==> config.mk <==
export PLATFORM = sky130hd
export DESIGN_NAME = lsu_mem_initiator
export DESIGN_NICKNAME = d
export VERILOG_FILES = /design/src/rtl/lsu_mem_initiator.sv
export SDC_FILE = /design/constraint.sdc
export NUM_CORES = 1
export LEC_CHECK = 0
export CAP_MARGIN = 20
export CORE_ASPECT_RATIO = 1.4
export CORE_MARGIN = 2
export CORE_UTILIZATION = 41
export CTS_BUF_LIST = sky130_fd_sc_hd__clkbuf_4 sky130_fd_sc_hd__clkbuf_8
export DETAILED_ROUTE_END_ITERATION = 8
export GPL_ROUTABILITY_DRIVEN = 0
export GPL_TIMING_DRIVEN = 0
export HOLD_SLACK_MARGIN = 0.02
export PLACE_DENSITY = 0.79
export SETUP_SLACK_MARGIN = 0.02
export SYNTH_ARGS = -nofsm -noshare
export SYNTH_HDL_FRONTEND = slang
export SYNTH_SLANG_ARGS = --single-unit
==> constraint.sdc <==
create_clock -name clk -period 1.8 [get_ports clk]
set_input_delay 0.18 -clock clk [delete_from_list [all_inputs] [get_ports clk]]
set_output_delay 0.18 -clock clk [all_outputs]
set_load 0.005 [all_outputs]
==> src/rtl/lsu_mem_initiator.sv <==
// Load/store unit memory initiator: one request at a time, byte/half/word with lane steering and extension.
// Optional WAIT-state watchdog enabled by defining LSU_TIMEOUT_EN.
module lsu_mem_initiator #(
   parameter int TIMEOUT = 16
) (
   input  logic        clk,
   input  logic        resetb,
   input  logic        req_valid,
   output logic        req_ready,
   input  logic        req_we,
   input  logic [2:0]  req_funct3,
   input  logic [31:0] req_addr,
   input  logic [31:0] req_wdata,
   output logic        rsp_valid,
   input  logic        rsp_ready,
   output logic [31:0] rsp_rdata,
   output logic        rsp_err,
   output logic        ready,
   output logic        we,
   output logic [29:0] addr,
   output logic [31:0] wdata,
   output logic [3:0]  wstrb,
   input  logic        rresp,
   input  logic [31:0] rdata
);

   // state | meaning
   // IDLE  | waiting for a request, req_ready high
   // ISSUE | single-cycle memory strobe
   // WAIT  | load outstanding, waiting for rresp
   // RESP  | response held until rsp_ready
   typedef enum logic [1:0] {S_IDLE, S_ISSUE, S_WAIT, S_RESP} state_t;

   if (TIMEOUT < 2 || TIMEOUT > 255) begin : g_bad_timeout
      $error("lsu_mem_initiator: TIMEOUT out of range 2..255");
   end

   state_t      state_q, state_d;
   logic        ready_q, ready_d;
   logic        we_q, we_d;
   logic [29:0] addr_q, addr_d;
   logic [31:0] wdata_q, wdata_d;
   logic [3:0]  wstrb_q, wstrb_d;
   logic [2:0]  f3_q, f3_d;
   logic [1:0]  off_q, off_d;
   logic        rsp_valid_q, rsp_valid_d;
   logic [31:0] rsp_rdata_q, rsp_rdata_d;
   logic        rsp_err_q, rsp_err_d;
`ifdef LSU_TIMEOUT_EN
   localparam logic [7:0] TO_LAST = 8'(TIMEOUT - 1);
   logic [7:0]  cnt_q, cnt_d;
`endif

   logic        req_illegal, req_misaligned;
   logic [3:0]  strb_base;
   logic [31:0] wdata_rep;

   function automatic logic [31:0] extend(input logic [2:0] f3, input logic [1:0] off,
                                          input logic [31:0] d);
      logic [31:0] sh;
      sh = d >> {off, 3'b000};
      case (f3)
         3'b000:  extend = {{24{sh[7]}}, sh[7:0]};
         3'b100:  extend = {24'h0, sh[7:0]};
         3'b001:  extend = {{16{sh[15]}}, sh[15:0]};
         3'b101:  extend = {16'h0, sh[15:0]};
         default: extend = d;
      endcase
   endfunction

   always_comb begin
      req_illegal    = (req_funct3 == 3'b011) || (req_funct3[2:1] == 2'b11) ||
                       (req_funct3[2] && req_we);
      req_misaligned = ((req_funct3[1:0] == 2'b01) && req_addr[0]) ||
                       ((req_funct3[1:0] == 2'b10) && (req_addr[1:0] != 2'b00));
      case (req_funct3[1:0])
         2'b00:   begin strb_base = 4'b0001; wdata_rep = {4{req_wdata[7:0]}};  end
         2'b01:   begin strb_base = 4'b0011; wdata_rep = {2{req_wdata[15:0]}}; end
         default: begin strb_base = 4'b1111; wdata_rep = req_wdata;           end
      endcase
   end

   always_comb begin
      state_d     = state_q;
      ready_d     = 1'b0;
      we_d        = we_q;
      addr_d      = addr_q;
      wdata_d     = wdata_q;
      wstrb_d     = wstrb_q;
      f3_d        = f3_q;
      off_d       = off_q;
      rsp_valid_d = rsp_valid_q;
      rsp_rdata_d = rsp_rdata_q;
      rsp_err_d   = rsp_err_q;
`ifdef LSU_TIMEOUT_EN
      cnt_d       = cnt_q;
`endif
      case (state_q)
         S_IDLE: begin
            if (req_valid) begin
               if (req_illegal || req_misaligned) begin
                  // rejected requests never touch the memory port
                  state_d     = S_RESP;
                  rsp_valid_d = 1'b1;
                  rsp_err_d   = 1'b1;
                  rsp_rdata_d = 32'h0;
               end else begin
                  state_d = S_ISSUE;
                  ready_d = 1'b1;
                  we_d    = req_we;
                  addr_d  = req_addr[31:2];
                  wdata_d = wdata_rep;
                  wstrb_d = strb_base << req_addr[1:0];
                  f3_d    = req_funct3;
                  off_d   = req_addr[1:0];
               end
            end
         end
         S_ISSUE: begin
            if (we_q) begin
               state_d     = S_RESP;
               rsp_valid_d = 1'b1;
               rsp_err_d   = 1'b0;
               rsp_rdata_d = 32'h0;
            end else begin
               state_d = S_WAIT;
`ifdef LSU_TIMEOUT_EN
               cnt_d   = 8'h0;
`endif
            end
         end
         S_WAIT: begin
            // rresp wins over a coincident timeout
            if (rresp) begin
               state_d     = S_RESP;
               rsp_valid_d = 1'b1;
               rsp_err_d   = 1'b0;
               rsp_rdata_d = extend(f3_q, off_q, rdata);
            end
`ifdef LSU_TIMEOUT_EN
            else if (cnt_q == TO_LAST) begin
               state_d     = S_RESP;
               rsp_valid_d = 1'b1;
               rsp_err_d   = 1'b1;
               rsp_rdata_d = 32'h0;
            end else begin
               cnt_d = cnt_q + 8'd1;
            end
`endif
         end
         S_RESP: begin
            if (rsp_ready) begin
               state_d     = S_IDLE;
               rsp_valid_d = 1'b0;
               rsp_err_d   = 1'b0;
               rsp_rdata_d = 32'h0;
            end
         end
         default: state_d = S_IDLE;
      endcase
   end

   always_ff @(posedge clk or negedge resetb) begin
      if (!resetb) begin
         state_q     <= S_IDLE;
         ready_q     <= 1'b0;
         we_q        <= 1'b0;
         addr_q      <= 30'h0;
         wdata_q     <= 32'h0;
         wstrb_q     <= 4'h0;
         f3_q        <= 3'h0;
         off_q       <= 2'h0;
         rsp_valid_q <= 1'b0;
         rsp_rdata_q <= 32'h0;
         rsp_err_q   <= 1'b0;
`ifdef LSU_TIMEOUT_EN
         cnt_q       <= 8'h0;
`endif
      end else begin
         state_q     <= state_d;
         ready_q     <= ready_d;
         we_q        <= we_d;
         addr_q      <= addr_d;
         wdata_q     <= wdata_d;
         wstrb_q     <= wstrb_d;
         f3_q        <= f3_d;
         off_q       <= off_d;
         rsp_valid_q <= rsp_valid_d;
         rsp_rdata_q <= rsp_rdata_d;
         rsp_err_q   <= rsp_err_d;
`ifdef LSU_TIMEOUT_EN
         cnt_q       <= cnt_d;
`endif
      end
   end

   assign req_ready = (state_q == S_IDLE);
   assign rsp_valid = rsp_valid_q;
   assign rsp_rdata = rsp_rdata_q;
   assign rsp_err   = rsp_err_q;
   assign ready     = ready_q;
   assign we        = we_q;
   assign addr      = addr_q;
   assign wdata     = wdata_q;
   assign wstrb     = wstrb_q;

endmodule

==> metrics.md, run 1 <==
| Metric | Value |
|---|---|
| Critical path's most frequent cell | buf_6 |
| Crit-path max FO | 6 |
| Pint | 7.78 mW |
| Ports | 208 |
| Cells after synthesis | 455 |
| Worst setup path class | flip-flop to flip-flop |
| Synthesized Nets | 565 |
| Static leakage | 3.51 nW |
| Switching pwr | 4.27 mW |
| Clk pin slew, worst setup/hold paths | 0.10 ns |
| Status | complete, but fails checks |
| Cell family with most CP delay | buffers and inverters |
| Worst skew pair latency | 0.37 ns |
| Worst path max stage delay | 0.46 ns |
| YS warnings | 0 |
| Peak VDD IR | 0.000691 V |
| Sequential area share after synthesis | 0.522 |
| Startpoint Class | flip-flop |
| # rows | 48 |
| Final ANT Viol Nets | 0 |
| Cell depth of the worst min-delay path | 2 |
| Seq pwr share | 0.331 |
| Share of cells above drive strength 1 | 0.172 |
| Die ar. | 13700 µm² |
| Max-slew violations | 0 |
| Total Routing Usage GR | 0.233 |
| Root Driver | clkbuf_8 |
| Clock power share | 0.133 |
| Global-route wire length before repair | 25000 µm |
| Crit-path cells | inv_4 > ha_4 > o21a_1 > buf_6 > or2_4 > buf_8 > buf_6 > a22o_1 |
| Slowest cell on crit path | dfrtp_2 |
| Total number of vias | 4588 |
| Min-Delay Path Class | input port to flip-flop |
| Drt initial violations | 191 |
| Starting density of the core | 0.422 |
| Fin Clk Skew | 0.0166 ns |
| Vias in the first global route | 4855 |
| Gate power share | 0.536 |
| Placeable Area | 12400 µm² |
| Setup TNS | -0.0239 ns |
| Pwr dens | 1510 nW/µm² |
| Clock Path Buffers | 2 |
| Antenna diodes | 0 |
| Final count of hold timing violations | 0 |
| FF+latch count, synth | 109 |
| Initial antenna violation count | 0 |
| DR vias/cell | 5.46 |
| Wirelength per Cell | 19.1 µm |
| Setup Viol. Count Final | 4 |
| Grt ovf | 0 |
| Filler instances | 997 |
| Maxcap violations | 0 |
| IO buf count | 206 |
| FF+latch area | 2730 µm² |
| Worst path depth | 8 |
| CP bufs+invs | 4 |
| Final cycle utilization of the critical path | 1.01 |
| Min cycle time layout | 1.82 ns |
| Slew Limit Headroom | 0.395 |
| Crit. End Element | flip-flop |
| HPWL after detailed placement | 12100 µm |
| Fmax | 550 MHz |
| Area of the multi-input gates | 2360 µm² |
| Most common cell after layout, fill and taps aside | clkdlybuf4s50_1 |
| Layout Utilization | 0.644 |
| CP required | 2.06 ns |
| Failing checks | setup timing |
| Synthesized area | 5220 µm² |
| Synth unique cells | 37 |
| Hold_ws | 0.291 ns |
| Die Height | 138 µm |
| Total Wirelength | 16100 µm |
| Number of clock sinks | 109 |
| CTS tree | yes |
| Width of the chip | 99.4 µm |
| RSZ-0062 raised after global routing | true |
| Worst path arrival time | 2.08 ns |
| Detailed Routing Iterations Pass 1 | 4 |
| Synthesis-to-layout area growth | 52.6% |
| Worst Reg2Reg Path Length in Cells | 8 |
| Post-Syn Area per Cell | 11.5 µm² |
| Worst Setup Slack, final | -0.0197 ns |
| Largest net degree at the start of global routing | 71 |
| H-tree depth | 3 |
| Final net count | 796 |
| CTS Buf Count | 9 |
| Tot Pwr | 12.0 mW |
| Worst-margin pin slew | 0.904 ns |
| Sw Ratio | 0.354 |
| Most frequent cells in the layout | clkdlybuf4s50_1, dfrtp_1, o21ai_0, nand2_1, mux2_2 |
| DR DRC count | 0 |
[path summary, 6_finish.rpt]
| path | start | to | slack, ns |
|---|---|---|---|
| min reg2reg | wstrb[0]$_DFFE_PN0P_ | wstrb[0]$_DFFE_PN0P_ | 0.49 |
| min in group asynchronous | resetb | rsp_rdata[22]$_DFFE_PN0P_ | 0.47 |
| max reg2reg | state_q[1]$_DFFE_PN0P_ | rsp_rdata[14]$_DFFE_PN0P_ | -0.02 |
| min | req_addr[1] | wstrb[0]$_DFFE_PN0P_ | 0.29 |
| max in group asynchronous | resetb | addr[29]$_DFFE_PN0P_ | 0.57 |
| max | state_q[1]$_DFFE_PN0P_ | rsp_rdata[14]$_DFFE_PN0P_ | -0.02 |
[final cells by class]
type	instances	area share
tap	150	0.0235
clock inverter	6	0.00942
clock buffer	10	0.0173
timing repair buffer	223	0.277
multi-input combinational	303	0.296
inverter	5	0.00267
buffer	35	0.0319
sequential	109	0.342
[cells by family (layout without fill, tap and decap cells)]
logic type                 Yosys count  in the layout  synth area share
AOI/OAI and AO/OA                  135            135             0.178
adders and majority gates            5              5            0.0120
buffers and inverters               43            279            0.0494
DFF                                109            109             0.522
muxes                               80             80             0.167
and+or+nand+nor                     83             83            0.0719
[layer usage]
metal / wire (µm) / up-vias / track usage
met2: 8420 / 189 / 0.413
met5: 0 / - / 0
li1: - / 2104 / -
met3: 1010 / 38 / 0.0589
met4: 614 / 0 / 0.107
met1: 6030 / 2257 / 0.263
[per-stage QoR]
step / cells / instance area (µm²) / setup WS [ns]
after floorplan: 455 / 5280 / 0.0270
after global placement: 811 / 7530 / -3.60
after detailed placement: 812 / 7540 / -0.575
after CTS: 838 / 7920 / -0.000143
after global routing: 841 / 7970 / -0.0700
final: 841 / 7970 / -0.0197
[synth_stat cells]
cell type,count,share of area
a221oi_2,1,0.0029
mux4_2,1,0.0043
o21a_1,1,0.0014
nand2_1,51,0.037
inv_1,5,0.0036
buf_2,8,0.0077
a22oi_1,1,0.0014
a21oi_2,1,0.0017
o21ai_2,1,0.0017
buf_6,11,0.024
nor4_2,1,0.0024
o2111ai_1,1,0.0017
a21o_1,1,0.0014
o31ai_1,11,0.016
a21oi_1,9,0.0086
nor2_1,15,0.011
a2bb2oi_1,7,0.012
nor3b_2,1,0.0024
buf_4,1,0.0014
nand2b_1,4,0.0048
o211a_1,8,0.015
nor3_1,1,0.00096
o221ai_1,7,0.012
clkbuf_1,17,0.012
dfrtp_1,109,0.52
mux2i_1,33,0.063
or2_1,1,0.0012
o21ai_0,57,0.055
mux2_1,8,0.017
nand3b_1,8,0.012
ha_1,5,0.012
o211ai_1,1,0.0014
buf_1,1,0.00072
a211oi_1,3,0.0043
and3_1,1,0.0012
mux2_2,38,0.082
a22o_1,25,0.042
[timing repair]
action / 4_1_cts / 5_1_grt
gates cloned: 4 / 1
endpoints found under the hold margin: 69 / 0
endpoints found under the setup margin: 106 / 90
gates resized for setup: 29 / 15
hold buffers: 1 / 0
pin swaps: 22 / 2
setup buffers: 6 / 4
[registers in the layout (all words and copies together) (netlist names)]
signal     flops
rsp_rdata     32
wdata         32
addr          30
wstrb          4
f3_q           3
off_q          2
state_q        2
ready          1
rsp_err        1
rsp_valid      1
we             1
[power groups by stage]
| stage | sequential [mW] | clock (mW) | combinational, mW |
|---|---|---|---|
| floorplan | 4.03 | 0 | 2.86 |
| global route | 4.12 | 1.73 | 6.93 |
| finish | 3.99 | 1.60 | 6.45 |
| global placement | 3.96 | 0 | 5.73 |
| CTS | 3.99 | 1.65 | 6.37 |
| detailed placement | 4.03 | 0 | 5.91 |
[worst reg2reg max path: stages, from the launching register on]
cell and delay, ns:
dfrtp_2 0.46, inv_4 0.07, ha_4 0.18, o21a_1 0.12, buf_6 0.13, or2_4 0.26, buf_8 0.15, buf_6 0.13
a22o_1 0.22
No activity file was read; power rests on OpenSTA's default activity.
==> run 2: changes to the inputs <==
--- a/config.mk
+++ b/config.mk
@@ -10,6 +10,7 @@
 export CORE_MARGIN = 2
 export CORE_UTILIZATION = 41
 export CTS_BUF_LIST = sky130_fd_sc_hd__clkbuf_4 sky130_fd_sc_hd__clkbuf_8
+export CTS_CLUSTER_SIZE = 30
 export DETAILED_ROUTE_END_ITERATION = 8
 export GPL_ROUTABILITY_DRIVEN = 0
 export GPL_TIMING_DRIVEN = 0
==> results of run 2 <==
No change in the layout: final DEF, timing and power equal those of run 1.
==> run 3: changes to the inputs <==
--- a/config.mk
+++ b/config.mk
@@ -8,14 +8,14 @@
 export CAP_MARGIN = 20
 export CORE_ASPECT_RATIO = 1.4
 export CORE_MARGIN = 2
-export CORE_UTILIZATION = 41
+export CORE_UTILIZATION = 40
 export CTS_BUF_LIST = sky130_fd_sc_hd__clkbuf_4 sky130_fd_sc_hd__clkbuf_8
 export CTS_CLUSTER_SIZE = 30
 export DETAILED_ROUTE_END_ITERATION = 8
 export GPL_ROUTABILITY_DRIVEN = 0
 export GPL_TIMING_DRIVEN = 0
 export HOLD_SLACK_MARGIN = 0.02
-export PLACE_DENSITY = 0.79
+export PLACE_DENSITY = 0.78
 export SETUP_SLACK_MARGIN = 0.02
 export SYNTH_ARGS = -nofsm -noshare
 export SYNTH_HDL_FRONTEND = slang
==> metrics.md, run 3 (synthesis results as in run 1) <==
| Metric | Value |
|---|---|
| DR vias/cell | 5.39 |
| Drt initial violations | 205 |
| Clock Path Buffers | 2 |
| Hold Path End | wstrb[0]$_DFFE_PN0P_ |
| Reg2Reg Capture Point | rsp_rdata[18]$_DFFE_PN0P_ |
| Setup Viol. Count Final | 0 |
| Placed instance count | 815 |
| Critical path's most frequent cell | buf_4 |
| Fin Clk Skew | 0.0137 ns |
| Width of the chip | 101 µm |
| CP required | 2.06 ns |
| CTS Buf Count | 9 |
| Root Driver | clkbuf_8 |
| Grt ovf | 0 |
| Total number of vias | 4555 |
| Worst path max stage delay | 0.47 ns |
| Vias in the first global route | 4886 |
| Total Wirelength | 16300 µm |
| Setup TNS | 0 ns |
| Crit. End Element | flip-flop |
| Starting density of the core | 0.408 |
| Static leakage | 3.52 nW |
| Die ar. | 14000 µm² |
| Worst setup path class | flip-flop to flip-flop |
| R2R Path Start | state_q[1]$_DFFE_PN0P_ |
| Global-route wire length before repair | 26000 µm |
| HPWL after detailed placement | 12600 µm |
| Status | finished clean |
| Ports | 208 |
| Cell family with most CP delay | buffers and inverters |
| Final count of hold timing violations | 0 |
| DR DRC count | 0 |
| IO buf count | 206 |
| Worst Reg2Reg Path Length in Cells | 9 |
| Clk pin slew, worst setup/hold paths | 0.10 ns |
| Most frequent cells in the layout | clkdlybuf4s50_1, dfrtp_1, o21ai_0, nand2_1, mux2_2 |
| CP bufs+invs | 5 |
| Maxcap violations | 0 |
| Detailed Routing Iterations Pass 1 | 5 |
| Largest net degree at the start of global routing | 60 |
| Slowest cell on crit path | dfrtp_2 |
| Final cycle utilization of the critical path | 0.990 |
| Antenna diodes | 0 |
| Worst path arrival time | 2.04 ns |
| Hold wc startpoint | req_addr[0] |
| Worst skew pair latency | 0.38 ns |
| Fmax | 561 MHz |
| Crit-path cells | inv_4 > ha_2 > inv_2 > o2111ai_4 > buf_4 > nor3b_4 > buf_4 > buf_6 > a22o_1 |
| Slew Limit Headroom | 0.395 |
| Synthesis-to-layout area growth | 53.2% |
| Cell depth of the worst min-delay path | 2 |
| Max-slew violations | 0 |
| Startpoint Class | flip-flop |
| RSZ-0062 raised after global routing | true |
| CTS tree | yes |
| Worst-margin pin slew | 0.904 ns |
| Crit-path max FO | 10 |
| Share of cells above drive strength 1 | 0.173 |
| Crit path from | state_q[1]$_DFFE_PN0P_ |
| Total Routing Usage GR | 0.237 |
| Initial antenna violation count | 1 |
| # rows | 49 |
| R2r setup slk | 0.02 ns |
| Most common cell after layout, fill and taps aside | clkdlybuf4s50_1 |
| Final ANT Viol Nets | 0 |
| Wirelength per Cell | 19.3 µm |
| H-tree depth | 3 |
| Number of clock sinks | 109 |
| Min cycle time layout | 1.78 ns |
| Final net count | 797 |
| Min-Delay Path Class | input port to flip-flop |
| Pwr dens | 1510 nW/µm² |
| Post-route insts no fill | 845 |
| Peak VDD IR | 0.000831 V |
| Die Height | 139 µm |
| Placeable Area | 12800 µm² |
==> run 3: cell types whose count changed in the layout (fill, tap and decap cells not counted), moves of 3 or more <==
cell,change
buf_2,-4
buf_4,+3
buf_6,-4
o21ai_0,+3
o21ai_1,-3
==> run 3: worst reg2reg max path, stage by stage (launching register included) <==
cell	delay [ns]
dfrtp_2	0.47
inv_4	0.09
ha_2	0.19
inv_2	0.05
o2111ai_4	0.20
buf_4	0.16
nor3b_4	0.04
buf_4	0.15
buf_6	0.13
a22o_1	0.19
==> run 3: worst max-delay path by stage <==
stage	to	slack, ns	cells past startpoint
finish	rsp_rdata[18]$_DFFE_PN0P_	0.02	9
global route	rsp_rdata[24]$_DFFE_PN0P_	-0.04	5
CTS	rsp_rdata[30]$_DFFE_PN0P_	0.004	8
detailed placement	wdata[17]$_DFFE_PN0P_	-0.49	5
global placement	addr[12]$_DFFE_PN0P_	-3.46	1
floorplan	rsp_rdata[10]$_DFFE_PN0P_	0.03	8
==> run 3: layout make-up <==
cell class | count | area [µm²]
well taps | 153 | 191
plain buffers | 36 | 268
multi-input cells | 303 | 2360
inverters | 5 | 21.3
repair buffers | 223 | 2230
fillers | 1016 | 4810
clock buffers | 9 | 124
flip-flops and latches | 109 | 2730
clock inverters | 7 | 80.1
==> run 3: timing repair <==
| action | CTS | global route |
|---|---|---|
| endpoints found under the hold margin | 50 | 0 |
| hold buffers | 1 | 0 |
| endpoints found under the setup margin | 105 | 80 |
| cloned | 1 | 2 |
| setup buffers | 3 | 9 |
| pin swaps | 21 | 8 |
| resized for setup | 26 | 12 |
==> run 3: stage by stage <==
step | utilization | worst slack, ns | instance area [µm²] | power (mW) | hold WS (ns)
final | 0.625 | 0.0185 | 8000 | 12.1 | 0.286
after global routing | 0.625 | -0.0368 | 8000 | 12.9 | 0.303
after CTS | 0.614 | 0.00354 | 7870 | 11.8 | 0.376
after detailed placement | 0.590 | -0.490 | 7550 | 9.92 | 0.267
after global placement | 0.588 | -3.46 | 7530 | 9.71 | 0.461
after floorplan | - | 0.0270 | 5280 | 6.89 | -0.116
==> run 3: metal layers <==
layer	track usage	vias up	routed length [µm]
met5	0	-	15
met4	0.0779	2	444
met3	0.0650	34	1200
met2	0.427	183	8690
met1	0.268	2223	5940
li1	-	2113	-
==> run 3: report_power, final <==
group | total, mW | internal (mW) | switching [mW]
registers | 3.99 | 3.43 | 0.565
logic | 6.54 | 3.75 | 2.80
clock network | 1.57 | 0.664 | 0.906
